### config.mk
export PLATFORM = sky130hd
export DESIGN_NAME = count_down_m100
export DESIGN_NICKNAME = d
export VERILOG_FILES = /design/src/rtl/count_down_m100.sv
export SDC_FILE = /design/constraint.sdc
export NUM_CORES = 1
export LEC_CHECK = 0
export CELL_PAD_IN_SITES_DETAIL_PLACEMENT = 0
export CELL_PAD_IN_SITES_GLOBAL_PLACEMENT = 2
export CORE_UTILIZATION = 31
export CTS_CLUSTER_SIZE = 8
export DETAILED_ROUTE_END_ITERATION = 6
export PLACE_DENSITY_LB_ADDON = 0.1
export SLEW_MARGIN = 40
export SYNTH_ARGS = -nofsm -noshare
export SYNTH_HDL_FRONTEND = slang
export SYNTH_SLANG_ARGS = --single-unit
export TNS_END_PERCENT = 30
### constraint.sdc
create_clock -name clk -period 2.2 [get_ports clk]
set_input_delay 0.22 -clock clk [delete_from_list [all_inputs] [get_ports clk]]
set_output_delay 0.22 -clock clk [all_outputs]
set_load 0.01 [all_outputs]
### src/rtl/count_down_m100.sv
// Two-digit BCD down-counter with prescaled steps, pause, and done/error pulses.
// Optional auto-reload on reaching 00 is enabled by defining COUNT_DOWN_AUTORELOAD_EN.
module count_down_m100 #(
   parameter int STEP_DIV = 1
) (
   input  logic       clk,
   input  logic       rst,
   input  logic       start,
   input  logic       pause,
   input  logic [7:0] load_value,
   output logic [3:0] counter_value,
   output logic [3:0] tens_value,
   output logic       busy,
   output logic       done,
   output logic       error,
   output logic [1:0] o_dbg_state
);

   // Handshake: none; start/pause are level inputs sampled on every rising edge,
   // done/error are single-cycle registered pulses.
   typedef enum logic [1:0] {ST_IDLE, ST_RUN, ST_PAUSED, ST_DONE} state_t;

   localparam logic [7:0] LP_LAST = 8'(STEP_DIV - 1);

   state_t     r_state;
   logic [3:0] r_units;
   logic [3:0] r_tens;
   logic [7:0] r_presc;
   logic       r_done;
   logic       r_error;

   state_t     w_state_nx;
   logic [3:0] w_units_nx;
   logic [3:0] w_tens_nx;
   logic [7:0] w_presc_nx;
   logic       w_done_nx;
   logic       w_error_nx;
   logic [3:0] w_step_units;
   logic [3:0] w_step_tens;
   logic       w_step_zero;
   logic       w_ld_bad;
   logic       w_ld_zero;

`ifdef COUNT_DOWN_AUTORELOAD_EN
   logic [7:0] r_reload;
   logic [7:0] w_reload_nx;
`endif

   assign w_ld_bad  = (load_value[3:0] > 4'd9) || (load_value[7:4] > 4'd9);
   assign w_ld_zero = (load_value == 8'h00);

   // Value after one decrement step; BCD borrow from tens when units is 0.
   always_comb begin
      w_step_units = r_units;
      w_step_tens  = r_tens;
`ifdef COUNT_DOWN_AUTORELOAD_EN
      if ((r_units == 4'd0) && (r_tens == 4'd0)) begin
         w_step_units = r_reload[3:0];
         w_step_tens  = r_reload[7:4];
      end else
`endif
      if (r_units != 4'd0) begin
         w_step_units = r_units - 4'd1;
      end else if (r_tens != 4'd0) begin
         w_step_units = 4'd9;
         w_step_tens  = r_tens - 4'd1;
      end
   end

   assign w_step_zero = (w_step_units == 4'd0) && (w_step_tens == 4'd0);

   always_comb begin
      w_state_nx = r_state;
      w_units_nx = r_units;
      w_tens_nx  = r_tens;
      w_presc_nx = r_presc;
      w_done_nx  = 1'b0;
      w_error_nx = 1'b0;
`ifdef COUNT_DOWN_AUTORELOAD_EN
      w_reload_nx = r_reload;
`endif
      if (start) begin
         if (w_ld_bad) begin
            w_error_nx = 1'b1;
            w_state_nx = ST_IDLE;
         end else if (w_ld_zero) begin
            w_units_nx = 4'd0;
            w_tens_nx  = 4'd0;
            w_presc_nx = 8'd0;
            w_done_nx  = 1'b1;
`ifdef COUNT_DOWN_AUTORELOAD_EN
            w_state_nx = ST_IDLE;
`else
            w_state_nx = ST_DONE;
`endif
         end else begin
            w_units_nx = load_value[3:0];
            w_tens_nx  = load_value[7:4];
            w_presc_nx = 8'd0;
            w_state_nx = ST_RUN;
`ifdef COUNT_DOWN_AUTORELOAD_EN
            w_reload_nx = load_value;
`endif
         end
      end else begin
         case (r_state)
            ST_RUN: begin
               if (pause) begin
                  w_state_nx = ST_PAUSED;
               end else if (r_presc == LP_LAST) begin
                  w_presc_nx = 8'd0;
                  w_units_nx = w_step_units;
                  w_tens_nx  = w_step_tens;
                  if (w_step_zero) begin
                     w_done_nx = 1'b1;
`ifndef COUNT_DOWN_AUTORELOAD_EN
                     w_state_nx = ST_DONE;
`endif
                  end
               end else begin
                  w_presc_nx = r_presc + 8'd1;
               end
            end
            ST_PAUSED: if (!pause) w_state_nx = ST_RUN;
            ST_DONE:   w_state_nx = ST_IDLE;
            default:   w_state_nx = ST_IDLE;
         endcase
      end
   end

   always_ff @(posedge clk or negedge rst) begin
      if (!rst) begin
         r_state <= ST_IDLE;
         r_units <= 4'd0;
         r_tens  <= 4'd0;
         r_presc <= 8'd0;
         r_done  <= 1'b0;
         r_error <= 1'b0;
`ifdef COUNT_DOWN_AUTORELOAD_EN
         r_reload <= 8'd0;
`endif
      end else begin
         r_state <= w_state_nx;
         r_units <= w_units_nx;
         r_tens  <= w_tens_nx;
         r_presc <= w_presc_nx;
         r_done  <= w_done_nx;
         r_error <= w_error_nx;
`ifdef COUNT_DOWN_AUTORELOAD_EN
         r_reload <= w_reload_nx;
`endif
      end
   end

   assign counter_value = r_units;
   assign tens_value    = r_tens;
   assign busy          = (r_state == ST_RUN) || (r_state == ST_PAUSED);
   assign done          = r_done;
   assign error         = r_error;
   assign o_dbg_state   = r_state;

endmodule

==> results.md <==
* Critical Path RT at around 2.4 ns
* Worst rel slew slack at 0.671
* R2R setup slack at 0.14 ns
* Maximum resistive drop on vdd at 0.527 mV
* Yosys top cell area share at 0.351
* RSZ-0062 raised after global routing: false
* Clk_skew at 0.00890 ns
* Die area at 0.00488 mm^2
* Max-slew violation count at 0
* Vias per cell at 5.28
* Ys async rst share at 1.00
* Ranking of synthesized cells by area: dfrtp_1, o21ai_0, ha_1, mux2i_1, nand3_1
* CORE AREA at 0.00438 mm^2
* CP max FO at 6
* # DRC at 0
* Vias in the first global route at 1,318
* DR iter-0 viols at 53
* WP data arrival at 2.25 ns
* Minimum clock period after layout at 2.06 ns
* First-pass GRT wire length at ~6600 um
* Crit path capture type: flip-flop
* Least-Margin Pin Slew at between 0.4 and 0.5 ns
* Synth Area per Inst at 8.70 um^2
* Via Count at 1,305
* P_leak at roughly 0.76 nW
* IO buf count at 24
* Largest net degree at the start of global routing at 21
* R2R depth at 7
* Antenna Cells at 0
* Post-synthesis cell type count at 48
* Global Route Usage Sum at 0.172
* H-tree Lvls at 1
* Yosys reg bits at 20
* Die height at 69.8 um
* Final setup TNS at 0 ns
* Synth Flop Type: dfrtp_1
* Final #Nets at ~210
* Root Buffer: clkbuf_8
* Initial antenna violation count at 0
* Setup violations, final at 0
* Total global routing overflow at 0
* Finished Layout Cells at 247
* Critical R2R Capture: tens_value[3]
* Reg-to-reg startpoint: counter_value[0]
* Max_cap viols at 0
* Overall routed net length at 3970 um
* CP Class: flip-flop to flip-flop
* Area leader, netlist: dfrtp_1
* Cell area power density at 795 mW/mm^2
* Setup bufs post-CTS at 0
* Sequential share of the synthesized area at 0.351
* Num CTS Buffers at 3
* CTS Buffer Depth at 2
* Initial Util at 0.325
* Dpl ws at 0.0590 ns
* Wirelength per Cell at 16.1 um
* Drt first pass iters at 4
* Final period utilization at 0.938
* IO Pins at 25
* Reg clk slew, reported paths at around 0.080 ns
* Crit path from: counter_value[0]
* Post-placement cell count at 243
* Worst Setup Start Kind: flip-flop
* Syn nets at 182
* CTS Sinks at 20
* Final worst slack at 0.136 ns
* Area growth, synth to finish at 28.7%
* Post-Synthesis Cell Area at 0.00143 mm^2
* Cells after Synth at 164
* Max Freq at 0.484 GHz
* DRT antenna net count at 0
* EDFF count, synth at 0
* HPWL after DPL at 2960 um
* Layout cell share with drive strength beyond 1 at 0.138
* Clk Latency, worst-skew pair at 0.26 ns
* Hold Buf Count CTS at 0
* PostCTS Resize Cnt at 0
* Worst Hold Class: input pin to async pin
* CTS tree: built
* Hold Vio Cnt, Final at 0
* Synthesis Warnings at 0
* Status: finished clean
* Gpl congestion at 0.870
* Die width at ~70 um
* Site Rows at 24
synthesized netlist by cell type (2+ instances only):
| cell type | count |
|---|---|
| inv_1 | 12 |
| nor3_1 | 8 |
| nand2_1 | 7 |
| a32oi_1 | 3 |
| nor2b_1 | 2 |
| dfrtp_1 | 20 |
| nand3_1 | 10 |
| xnor2_1 | 2 |
| o21ai_0 | 16 |
| a21o_1 | 3 |
| nor3b_2 | 2 |
| o31ai_1 | 3 |
| and2_1 | 3 |
| or4_1 | 2 |
| o21ai_1 | 2 |
| a22oi_1 | 3 |
| clkbuf_1 | 5 |
| ha_1 | 6 |
| nor3b_1 | 2 |
| nor2_1 | 12 |
| a21oi_1 | 6 |
| nand2b_1 | 4 |
| mux2i_1 | 5 |
| and2b_1 | 2 |
final cells by class:
| cell class | instances | area, um^2 |
|---|---|---|
| fill | 446 | 2550 |
| tap | 52 | 65.1 |
| clock buffer | 4 | 55.1 |
| multi-input combinational | 124 | 847 |
| inverter | 12 | 45.0 |
| timing repair buffer | 35 | 323 |
| sequential | 20 | 500 |
sequential cells by signal, indices dropped and copies added, names as in the netlist:
name           cells
tens_value         4
r_presc            8
o_dbg_state        2
counter_value      4
done               1
error              1
cells by family after synthesis:
group / count (synthesis) / synth area share
AO/OA/AOI/OAI: 45 / 0.211
flip-flops: 20 / 0.351
buffers and inverters: 20 / 0.0614
XOR/XNOR: 2 / 0.0123
multiplexers: 6 / 0.0430
AND/OR/NAND/NOR: 65 / 0.269
adder cells (fa/ha/maj): 6 / 0.0526
routing by layer:
layer | wire length (um) | track usage | part of all wire | vias to the layer above
met4 | 63 | 0.0533 | 0.016 | 0
met1 | 2040 | 0.252 | 0.51 | 615
met3 | 141 | 0.0320 | 0.036 | 6
li1 | - | - | - | 657
met2 | 1720 | 0.256 | 0.43 | 27
met5 | 0 | 0 | 0 | -
critical path: stages, from the launching register on:
cell and delay [ns]:
dfrtp_1 0.38, inv_1 0.10, ha_1 0.27, or3b_4 0.44
or4_4 0.44, nor3_2 0.11, a22oi_1 0.08, o21ai_1 0.15
layout by cell type, fill, tap and decap left out, types with 4 or more instances in the layout:
master           instances
clkdlybuf4s50_1         24
dfrtp_1                 20
nor2_1                  12
inv_1                   12
nand3_1                 10
a21oi_1                  6
mux2i_1                  5
ha_1                     5
nand2_1                  7
o21ai_0                 16
clkbuf_8                 4
nor3_1                   8
buf_4                   11
nand2b_1                 4
metrics by stage:
step	hold WS (ns)	total power [mW]	util	cell area, um^2
after floorplan	-0.0756	0.885	-	1430
after global placement	0.528	1.16	0.404	1770
after detailed placement	0.534	1.17	0.404	1770
after CTS	0.305	1.47	0.417	1830
after global routing	0.326	1.57	0.419	1840
final	0.295	1.46	0.419	1840
worst max path at each step:
stage / endpoint / slack [ns] / cells past startpoint
after global placement: r_presc[4] / 0.11 / 6
final: tens_value[3] / 0.14 / 7
after global routing: tens_value[3] / 0.004 / 7
after floorplan: tens_value[3] / 0.25 / 6
after detailed placement: o_dbg_state[0] / 0.06 / 7
after CTS: o_dbg_state[0] / 0.04 / 7
report_power, final:
group	switching [mW]	total [mW]	internal (mW)
sequential	0.0998	0.528	0.429
clock	0.129	0.288	0.160
combinational	0.310	0.642	0.332
(Power assumes the default switching activity.)
==> RTL change: new RTL, config.mk and constraints unchanged <==
Add a define of `COUNT_DOWN_AUTORELOAD_EN`.
--- a/src/rtl/count_down_m100.sv
+++ b/src/rtl/count_down_m100.sv
@@ -1,5 +1,7 @@
 // Two-digit BCD down-counter with prescaled steps, pause, and done/error pulses.
 // Optional auto-reload on reaching 00 is enabled by defining COUNT_DOWN_AUTORELOAD_EN.
+`define COUNT_DOWN_AUTORELOAD_EN
+
 module count_down_m100 #(
    parameter int STEP_DIV = 1
 ) (
Check against the original RTL: not equivalent (Yosys sat finds a counterexample within 4 cycles, from zero or initial values and one cycle with rst low).
==> RTL change against the unedited design <==
  * Power is 32% higher
  * Setup slack better by 8.3 ps
  * Largest cell class unchanged
  * Routed wire length increased by 15%
  * Area after synthesis is 22% higher
  * Final area is 18% higher
  * Sequential cell count rose by 8
  * Combinational power up 36%
  * Largest power group unchanged
==> RTL change: results (changes against the unedited design) <==
status=complete, no violations; Final Skew=1.31 ps (-7.59 ps); clk tree area frac=1.91% (-1.1 points); slowest stage delay, CP=470 ps (+30 ps); Multi-input gate area=945 µm² (+12%); Commonest cells post-synth=dfrtp_1, nand2_1, o21ai_1; routability congestion estimate=0.756 (-13%); Worst VDD drop=0.281 mV (-47%); pin count of the biggest net entering global routing=29 (+38%); First DRT Iteration DRCs=82 (+55%); worst rel slew slack=73.1% (+6.0 points); placed cell areas=2120 µm² (+20%); via count=1513 (+16%); Net Count, Synth=206 (+13%); count of plain and timing-repair buffers=37 (+5.7%); distinct cell type count after synthesis=44 (-8.3%); dpl ws=107 ps (+48.1 ps); Layout Nets=240 (+12%); CP max stage cell=dfrtp_1; FILL cells=554 (+24%); first-pass GRT wire length=7760 µm (+17%); final WL=4550 µm (+15%); Routed met2 length=2350 µm (+37%); drt pass-1 iters=6 (+2); #MultiIn Comb=136 (+9.7%); Pleak=0.907 nW (+20%); Seq cells=28 (+40%)
-- RTL change: cell count changes in the layout (fill, tap and decap cells not counted), sizes merged, moves of 4 or more --
cell	before	now
nor3	9	4
nand2	8	16
mux2	1	7
o21ai	18	22
dfrtp	20	28
-- RTL change: logic make-up after synthesis --
group | synth area share [%]
flip-flops | 40.2
multiplexers | 5.67
AO/OA/AOI/OAI | 22.3
buffers and inverters | 5.89
AND/OR/NAND/NOR | 20.2
adder cells (fa/ha/maj) | 5.74
-- RTL change: path summary, 6_finish.rpt --
kind | start | to | slack (ps) | cells past startpoint
worst max register to register | tens_value[1] | done | 140 | 6
worst min-delay path | rst | counter_value[0] | 330 | 2
min in group clk | r_presc[7] | r_presc[7] | 480 | 1
worst max-delay path | tens_value[1] | done | 140 | 6
max in group asynchronous | rst | r_presc[5] | 1590 | 2
worst min register to register | r_presc[7] | r_presc[7] | 480 | 1
-- RTL change: power by group --
part / internal [W] / leakage (nW) / switching, W
Combinational: 0.000454 / 0.534 / 0.000419
Sequential: 0.000619 / 0.352 / 0.000153
Clock: 0.000123 / 0.0216 / 0.000160
Total: 0.00120 / 0.907 / 0.000733
-- RTL change: per-layer routing --
metal	vias up	GRT usage, %
li1	738	-
met1	750	20.4
met2	23	30.5
met3	2	2.50
met4	0	4.53
met5	-	0
-- RTL change: metrics by stage --
| stage | cells | utilization [%] |
|---|---|---|
| floorplan | 186 | - |
| global placement | 285 | 40.2 |
| detailed placement | 285 | 40.2 |
| CTS | 288 | 41.0 |
| global route | 288 | 41.1 |
| finish | 288 | 41.1 |
-- RTL change: critical path: cells and delay by family (launching register included) --
kind	cells	cell delay (ps)
and+or+nand+nor	2	590
AOI/OAI and AO/OA	2	580
DFF	1	470
adders and majority gates	1	220
buffers and inverters	1	120
